==> src/rtl/slv_frame_source.sv <==
// slv_frame_source: streams one SRAM-resident frame of DW-bit words onto an arbiter slave channel.
// Define SLV_SRC_PERF_EN to add the 32-bit saturating stall_cnt output.
module slv_frame_source #(
  parameter int DW = 32,
  parameter int AW = 16,
  parameter int LW = 16
) (
  input  logic          clk,
  input  logic          rst,
  input  logic          start,
  input  logic [1:0]    cfg_mode,
  input  logic          cfg_proc,
  input  logic [AW-1:0] cfg_base,
  input  logic [LW-1:0] cfg_len,
  output logic          busy,
  output logic          done,
  output logic          mem_rd_en,
  output logic [AW-1:0] mem_addr,
  input  logic [DW-1:0] mem_rd_data,
  output logic [1:0]    slv_mode,
  output logic          slv_data_valid,
  output logic          slv_proc_valid,
  output logic [DW-1:0] slv_data,
  input  logic          slv_ready,
`ifdef SLV_SRC_PERF_EN
  output logic [31:0]   stall_cnt,
`endif
  input  logic          mstr_cmplt
);

  localparam logic [1:0] ST_IDLE = 2'd0;
  localparam logic [1:0] ST_RUN  = 2'd1;
  localparam logic [1:0] ST_FIN  = 2'd2;

  logic [1:0]    state;
  logic [1:0]    mode_q;
  logic          proc_q;
  logic [AW-1:0] base_q;
  logic [LW-1:0] len_q;
  logic [LW-1:0] fetch_idx;
  logic [LW-1:0] sent_cnt;
  logic          rd_pend;
  logic [DW-1:0] buf_mem [2];
  logic          wr_ptr;
  logic          rd_ptr;
  logic [1:0]    occ;
  logic          in_run;
  logic          accept;
  logic          xfer;
  logic          last_xfer;
  logic [2:0]    committed;

  assign in_run         = (state == ST_RUN);
  assign accept         = (state == ST_IDLE) && start && (cfg_mode != 2'd0);
  assign busy           = in_run;
  assign slv_data_valid = in_run && (occ != 2'd0);
  assign slv_mode       = in_run ? mode_q : 2'd0;
  assign slv_proc_valid = slv_data_valid && proc_q;
  assign slv_data       = buf_mem[rd_ptr];
  assign xfer           = slv_data_valid && slv_ready;
  assign last_xfer      = xfer && ((sent_cnt + LW'(1)) == len_q);

  // Buffer slots already claimed, crediting this cycle's pop so reads keep pace with a full-rate ready.
  assign committed = {1'b0, occ} + {2'b00, rd_pend} - {2'b00, xfer};
  assign mem_rd_en = in_run && !mstr_cmplt && (fetch_idx < len_q) && (committed < 3'd2);
  assign mem_addr  = base_q + AW'(fetch_idx);

  always_ff @(posedge clk or posedge rst) begin
    if (rst) begin
      state      <= ST_IDLE;
      done       <= 1'b0;
      mode_q     <= 2'd0;
      proc_q     <= 1'b0;
      base_q     <= '0;
      len_q      <= '0;
      fetch_idx  <= '0;
      sent_cnt   <= '0;
      rd_pend    <= 1'b0;
      wr_ptr     <= 1'b0;
      rd_ptr     <= 1'b0;
      occ        <= 2'd0;
      buf_mem[0] <= '0;
      buf_mem[1] <= '0;
    end else begin
      done <= 1'b0;
      case (state)
        ST_IDLE: begin
          if (accept) begin
            mode_q    <= cfg_mode;
            proc_q    <= cfg_proc;
            base_q    <= cfg_base;
            len_q     <= cfg_len;
            fetch_idx <= '0;
            sent_cnt  <= '0;
            rd_pend   <= 1'b0;
            wr_ptr    <= 1'b0;
            rd_ptr    <= 1'b0;
            occ       <= 2'd0;
            if (cfg_len == '0) begin
              state <= ST_FIN;
              done  <= 1'b1;
            end else begin
              state <= ST_RUN;
            end
          end
        end
        ST_RUN: begin
          // Abort drops buffered words and ignores the read still returning from the SRAM.
          if (mstr_cmplt) begin
            state   <= ST_IDLE;
            mode_q  <= 2'd0;
            proc_q  <= 1'b0;
            rd_pend <= 1'b0;
            occ     <= 2'd0;
            wr_ptr  <= 1'b0;
            rd_ptr  <= 1'b0;
          end else begin
            rd_pend <= mem_rd_en;
            if (mem_rd_en)
              fetch_idx <= fetch_idx + LW'(1);
            if (rd_pend) begin
              buf_mem[wr_ptr] <= mem_rd_data;
              wr_ptr          <= ~wr_ptr;
            end
            if (xfer) begin
              rd_ptr   <= ~rd_ptr;
              sent_cnt <= sent_cnt + LW'(1);
            end
            occ <= occ + {1'b0, rd_pend} - {1'b0, xfer};
            if (last_xfer) begin
              state <= ST_FIN;
              done  <= 1'b1;
            end
          end
        end
        ST_FIN: begin
          state <= ST_IDLE;
          if (mstr_cmplt) begin
            mode_q <= 2'd0;
            proc_q <= 1'b0;
          end
        end
        default: state <= ST_IDLE;
      endcase
    end
  end

`ifdef SLV_SRC_PERF_EN
  // Saturating count of cycles the arbiter holds off a presented word.
  always_ff @(posedge clk or posedge rst) begin
    if (rst)
      stall_cnt <= '0;
    else if (accept)
      stall_cnt <= '0;
    else if (slv_data_valid && !slv_ready && (stall_cnt != 32'hFFFF_FFFF))
      stall_cnt <= stall_cnt + 32'd1;
  end
`endif

endmodule
==> config.mk <==
export PLATFORM = sky130hd
export DESIGN_NAME = slv_frame_source
export DESIGN_NICKNAME = d
export VERILOG_FILES = /design/src/rtl/slv_frame_source.sv
export SDC_FILE = /design/constraint.sdc
export NUM_CORES = 1
export LEC_CHECK = 0
export ABC_AREA = 0
export CAP_MARGIN = 5
export CORE_MARGIN = 2
export CORE_UTILIZATION = 40
export CTS_CLUSTER_SIZE = 12
export DETAILED_ROUTE_END_ITERATION = 8
export PLACE_DENSITY = 0.64
export SKIP_LAST_GASP = 1
export SLEW_MARGIN = 5
export SYNTH_ARGS = -nofsm -noshare
export SYNTH_HDL_FRONTEND = slang
export SYNTH_SLANG_ARGS = --single-unit
==> constraint.sdc <==
create_clock -name clk -period 5.4 [get_ports clk]
set_input_delay 1.08 -clock clk [delete_from_list [all_inputs] [get_ports clk]]
set_output_delay 1.08 -clock clk [all_outputs]
set_load 0.02 [all_outputs]
==> flow_summary.toml, run 1 <==
[finish]
syn2layout_area_growth_pct = 26.3
drive_above_1_share_pct = 21.4
nets = 967
utilization_pct = 51.5
fin_cells = 1135
fin_area_sq_mm = 0.0100
diodes = 0
n_fill_cell = 1761

[clock_network]
clock_latency_ps = 430
cts_tree = "built"
htree_levels = 4
clk_path_buf_depth = 2
cts-root-buf = "clkbuf_16"
cts_resized = 0
cts_setup_buffers = 0
clkTransAtPathRegs_ps = 60
cts_buffers = 17
hold_buffers = 0
cts.sinks = 139

[timing]
tightest_slew_ps = 934
slew_headroom_pct = 37.5
finalSetupTns_ps = 0
worst_slack_ps = 234
max_freq_mhz = 194
hold_ws_ps = 500
final_hold_viol_count = 0
post-route-min-period_ps = 5170
setup_viol = 0
rsz0062_at_grt = "no"
timing.final.crit_share_pct = 95.7
skew_ps = 11.1
slew_violations = 0

[pwr]
ir_drop_uv = 247
powerDensity_mw_per_mm2 = 412
pwr-share-comb_pct = 37.6
p_leak_nw = 4.50
power.clock.fraction_pct = 27.5
total_power_mw = 4.13
power_frac_seq_pct = 34.9
internal_power_mw = 2.67
swShare_pct = 35.4
power.switching_mw = 1.46

[synth]
synth.most_common_cell = "dfrtp_1"
synth_ff_type = "dfrtp_1"
yosys.area_share.simple_pct = 12.3
synth_top_family_by_area = "multiplexers"
synth_edf_count = 0
yosys.area.top_type_share_pct = 43.8
synthTopCellsByCount = "139 x dfrtp_1, 128 x mux2_2, 43 x nand2_1"
synth_compound_area_share_pct = 11.0
avgSynthCellArea_sq_um = 10.8
synthesis.area_sq_mm = 0.00794
synthMuxAreaShare_pct = 18.7
synth.yosys.seq_area_share_pct = 43.8
synth_seq_cells = 139
synth-async-reset-ratio_pct = 100
synth_nets = 846
synth_area_leaders = "dfrtp_1 44%, mux2_2 18%, ha_1 5.7%, xnor2_1 2.8%, o21ai_0 2.3%"
synth_area_leader_cell = "dfrtp_1"
synthXorXnorAreaFrac_pct = 4.08
syn_inst = 736
synth.distinct_cells = 63
yosys_warnings = 0
synthAdderAreaFrac_pct = 6.18

[worst_setup_path]
end_kind = "output port"
crit_path_max_fanout = 2
cp.required_ps = 4320
worstPathArrival_ps = 4090
ff2ff_path_depth = 17
critPathLaunchType = "primary input"
critical_path_class = "primary input to output port"

[grt]
grt_max_degree = 67
grt_pass1_wl_um = 30700
grt_pass1_vias = 6007
grt_overflow_total = 0
grt_util_all_layers_pct = 18.8
grt_antenna_before_repair = 0

[routing]
drtPass1Iterations = 4
detail_route.vias_per_cell = 5.27
vias = 5982
ant_nets = 0
routed_wl_um = 18300
wire_per_inst_um = 16.1
post-route-drc-count = 0
drt_iter0_drc = 358

[floorplan]
fp-row-count = 51
die_w_um = 145
core-area_sq_mm = 0.0195
boundaryPins = 127
dieArea_sq_mm = 0.0210
chipHeight_um = 145
start_util_pct = 40.8

[place]
port_buffers = 126
dpl.hpwl_um = 13100
dp_slack_ps = 196
placed_cells = 1103
routabilityCongestion = 0.853
placed_cell_area_sq_mm = 0.00945

[job]
cap_viol_max_count = 0

[min_path]
hold_path.class = "register to register"
hold_path_depth = 1

[outcome]
status = "finished clean"
-- area by class of cell --
cell class | instances | area (sq um) | area share (%)
Sequential cell | 139 | 3480 | 34.7
Inverter | 41 | 159 | 1.58
Multi-Input combinational cell | 522 | 4150 | 41.3
Tap cell | 265 | 332 | 3.31
Clock inverter | 15 | 150 | 1.50
Timing Repair Buffer | 136 | 1340 | 13.3
Clock buffer | 17 | 425 | 4.24
-- kinds of logic (layout without fill, tap and decap cells) --
kind of cell	count (synthesis)	in the layout
buffers and inverters	75	209
and+or+nand+nor	181	181
xor gates and xnor gates	37	37
adders and majority gates	38	38
DFF	139	139
AOI/OAI and AO/OA	134	134
muxes	132	132
-- critical path, cell delays in order --
cell and delay [ps]:
clkdlybuf4s50_1 450, nand2_1 60, inv_1 50, ha_1 210
inv_1 60, ha_1 120, inv_1 40, fa_1 490
nor2b_1 150, o2111ai_1 140, a21oi_1 230, a21boi_0 320
clkdlybuf4s50_1 670
-- final timing paths --
path	startpoint	endpoint	slack [ps]
min in group asynchronous	rst	buf_mem[24]	1100
hold / removal	buf_mem[16]	buf_mem[16]	500
max in group asynchronous	rst	buf_mem[43]	3320
setup reg to reg	state[1]	fetch_idx[9]	1630
setup / recovery	slv_ready	mem_rd_en	230
hold reg to reg	buf_mem[16]	buf_mem[16]	500
-- metal layers --
metal	global-route usage, %	wire, um	share of wire (%)
met1	25.1	8670	47
met2	29.0	8200	45
met3	6.19	1340	7.3
met4	5.62	102	0.56
met5	0	0	0
-- state kept, by name, summed over array words and instances (netlist names) --
register and count:
buf_mem 64, base_q 16, fetch_idx 16, len_q 16, sent_cnt 16, mode_q 2
occ 2, state 2, done 1, proc_q 1, rd_pend 1, rd_ptr 1
wr_ptr 1
-- layout by cell type (no fill, tap or decap), types with 3 or more instances in the layout --
| cell type | Yosys | layout |
|---|---|---|
| o21bai_1 | 3 | 3 |
| a22oi_1 | 3 | 3 |
| nand2b_1 | 6 | 6 |
| and3_1 | 7 | 7 |
| mux2_2 | 128 | 128 |
| or3_1 | 8 | 8 |
| a211o_1 | 3 | 3 |
| inv_6 | 0 | 6 |
| nor3_1 | 11 | 11 |
| nor4_1 | 9 | 9 |
| o31ai_1 | 10 | 10 |
| a31oi_1 | 3 | 3 |
| xor2_1 | 12 | 12 |
| nand4_1 | 12 | 12 |
| a211oi_1 | 3 | 3 |
| clkbuf_16 | 0 | 17 |
| o211ai_1 | 8 | 8 |
| xnor2_1 | 25 | 25 |
| and2_1 | 6 | 6 |
| and4_1 | 3 | 3 |
| a21oi_1 | 33 | 33 |
| mux2i_1 | 4 | 4 |
| o21ai_0 | 36 | 36 |
| or2_2 | 3 | 3 |
| or4_1 | 6 | 6 |
| ha_1 | 36 | 36 |
| clkdlybuf4s50_1 | 0 | 126 |
| a21o_1 | 9 | 9 |
| nand2_1 | 43 | 43 |
| o41ai_1 | 3 | 3 |
| buf_4 | 5 | 10 |
| nand3_1 | 27 | 27 |
| nor2b_1 | 3 | 3 |
| nor2_1 | 27 | 26 |
| inv_1 | 41 | 40 |
| dfrtp_1 | 139 | 139 |
| inv_8 | 0 | 4 |
-- power groups by stage --
stage / registers [mW] / logic [mW] / clock network, mW
floorplan: 1.39 / 1.05 / 0
global placement: 1.45 / 1.55 / 0
detailed placement: 1.46 / 1.56 / 0
CTS: 1.44 / 1.57 / 1.16
global route: 1.47 / 1.71 / 1.22
finish: 1.44 / 1.55 / 1.14
Note: power is estimated with default switching activity, not from simulation.
==> run 2: changes to the inputs <==
- ABC_CLOCK_PERIOD_IN_PS: not set -> 5400
==> results of run 2 <==
The final DEF is identical to that of run 1; final timing and power are the same.
==> run 3: changes to the inputs <==
- CORE_MARGIN: 2 -> 1
- HOLD_SLACK_MARGIN: not set -> 0.15
- SETUP_SLACK_MARGIN: not set -> 0.05
==> flow_summary.toml, run 3 (synthesized netlist as in run 1, its figures left out) <==
[routing]
ant_nets = 0
wire_per_inst_um = 16.4
drtPass1Iterations = 5
drt_iter0_drc = 337
detail_route.vias_per_cell = 5.32
vias = 6032
routed_wl_um = 18600
post-route-drc-count = 0

[place]
port_buffers = 126
routabilityCongestion = 0.841
dpl.hpwl_um = 13000
placed_cells = 1102

[timing]
final_hold_viol_count = 0
slew_violations = 0
rsz0062_at_grt = "no"
hold_ws_ps = 502
setup_viol = 0
tightest_slew_ps = 849
post-route-min-period_ps = 5070
timing.final.crit_share_pct = 93.9
skew_ps = 10.3
finalSetupTns_ps = 0
max_freq_mhz = 197
slew_headroom_pct = 43.2

[finish]
final_cell_mix = "139 x dfrtp_1, 128 x mux2_2, 126 x clkdlybuf4s50_1"
layout_commonest_cell = "dfrtp_1"
n_fill_cell = 1753
fin_cells = 1134
syn2layout_area_growth_pct = 26.7
diodes = 0
largest_reg_flops = 64
utilization_pct = 51.7
top_register = "buf_mem"
drive_above_1_share_pct = 21.3
nets = 966

[grt]
grt_max_degree = 66
grt_pass1_vias = 6028
grt_pass1_wl_um = 30900
grt_overflow_total = 0
grt_antenna_before_repair = 0
grt_util_all_layers_pct = 19.6

[clock_network]
cts.sinks = 139
cts_resized = 0
cts-root-buf = "clkbuf_16"
clk_path_buf_depth = 2
clock_latency_ps = 420
hold_buffers = 0
clkTransAtPathRegs_ps = 70
htree_levels = 4
cts_tree = "built"
cts_setup_buffers = 0
cts_buffers = 17

[worst_setup_path]
crit_start = "slv_ready"
worstPathArrival_ps = 3990
critical_path_class = "primary input to output port"
critPathLaunchType = "primary input"
crit_path_max_fanout = 2
reg2reg_to = "fetch_idx[9]"
worstSetupEndpoint = "mem_rd_en"
ff2ff_path_depth = 16
end_kind = "output port"
cp.required_ps = 4320
worstReg2RegStart = "state[0]"
rrSetupSlack_ps = 1700

[job]
cap_viol_max_count = 0

[pwr]
ir_drop_uv = 260
pwr-share-comb_pct = 36.7
p_leak_nw = 4.52
swShare_pct = 34.7
internal_power_mw = 2.76
powerDensity_mw_per_mm2 = 420
power_frac_seq_pct = 34.1
power.switching_mw = 1.47
power.clock.fraction_pct = 29.1

[floorplan]
dieArea_sq_mm = 0.0204
start_util_pct = 40.8
boundaryPins = 127
core-area_sq_mm = 0.0195
fp-row-count = 51
chipHeight_um = 143
die_w_um = 143

[min_path]
hold_path.class = "register to register"

[outcome]
status = "finished clean"
## run 3: cell count changes in the layout (fill, tap and decap cells not counted), sizes merged
cell	before	now
buf	10	9
bufinv	0	2
clkinvlp	2	1
clkinv	4	3
## run 3: final cells by class
cell class	count	area, sq um	share of cell area [%]
multi-input cells	522	4150	41.2
flip-flops and latches	139	3480	34.6
repair buffers	135	1330	13.2
clock buffers	17	425	4.23
well taps	265	332	3.30
clock inverters	15	193	1.92
inverters	41	159	1.58
## run 3: power groups by stage
stage	clock network (mW)	registers [mW]	logic [mW]
2_1_floorplan	0	1.39	1.05
3_3_place_gp	0	1.45	1.54
3_5_place_dp	0	1.46	1.55
4_1_cts	1.26	1.44	1.57
5_1_grt	1.30	1.47	1.69
6_report	1.23	1.44	1.55
## run 3: how the worst min path moves through the flow
| stage | startpoint | to | slack, ps | cells past startpoint |
|---|---|---|---|---|
| 4_1_cts | len_q[11] | len_q[11] | 510 | 1 |
| 3_5_place_dp | buf_mem[17] | buf_mem[17] | 490 | 1 |
| 6_report | buf_mem[10] | buf_mem[10] | 500 | 1 |
| 5_1_grt | buf_mem[49] | buf_mem[49] | 510 | 1 |
| 2_1_floorplan | mode_q[0] | mode_q[0] | 460 | 2 |
| 3_3_place_gp | mode_q[1] | mode_q[1] | 480 | 2 |
## run 3: critical path: stages
cell and delay (ps):
clkdlybuf4s50_1 460, nand2_1 60, inv_1 60, ha_1 220, inv_1 60, ha_1 130, inv_1 50, fa_1 490
nor2b_1 120, o2111ai_1 130, a21oi_1 220, a21boi_0 270, clkdlybuf4s50_1 660
## run 3: routing by layer
layer	vias to the layer above	routed length, um	global-route usage [%]	part of all wire [%]
met1	2947	8750	26.1	47
met5	-	0	0	0
li1	2914	-	-	-
met2	155	8280	30.3	45
met4	0	180	5.55	0.97
met3	16	1350	6.34	7.3
## run 3: through the flow
stage | setup slack [ps] | cell area [sq um] | power (mW)
final | 327 | 10100 | 4.22
after global routing | 223 | 10100 | 4.47
after detailed placement | 378 | 9440 | 3.01
after CTS | 318 | 10100 | 4.27
after floorplan | 595 | 7940 | 2.44
after global placement | 422 | 9440 | 2.99
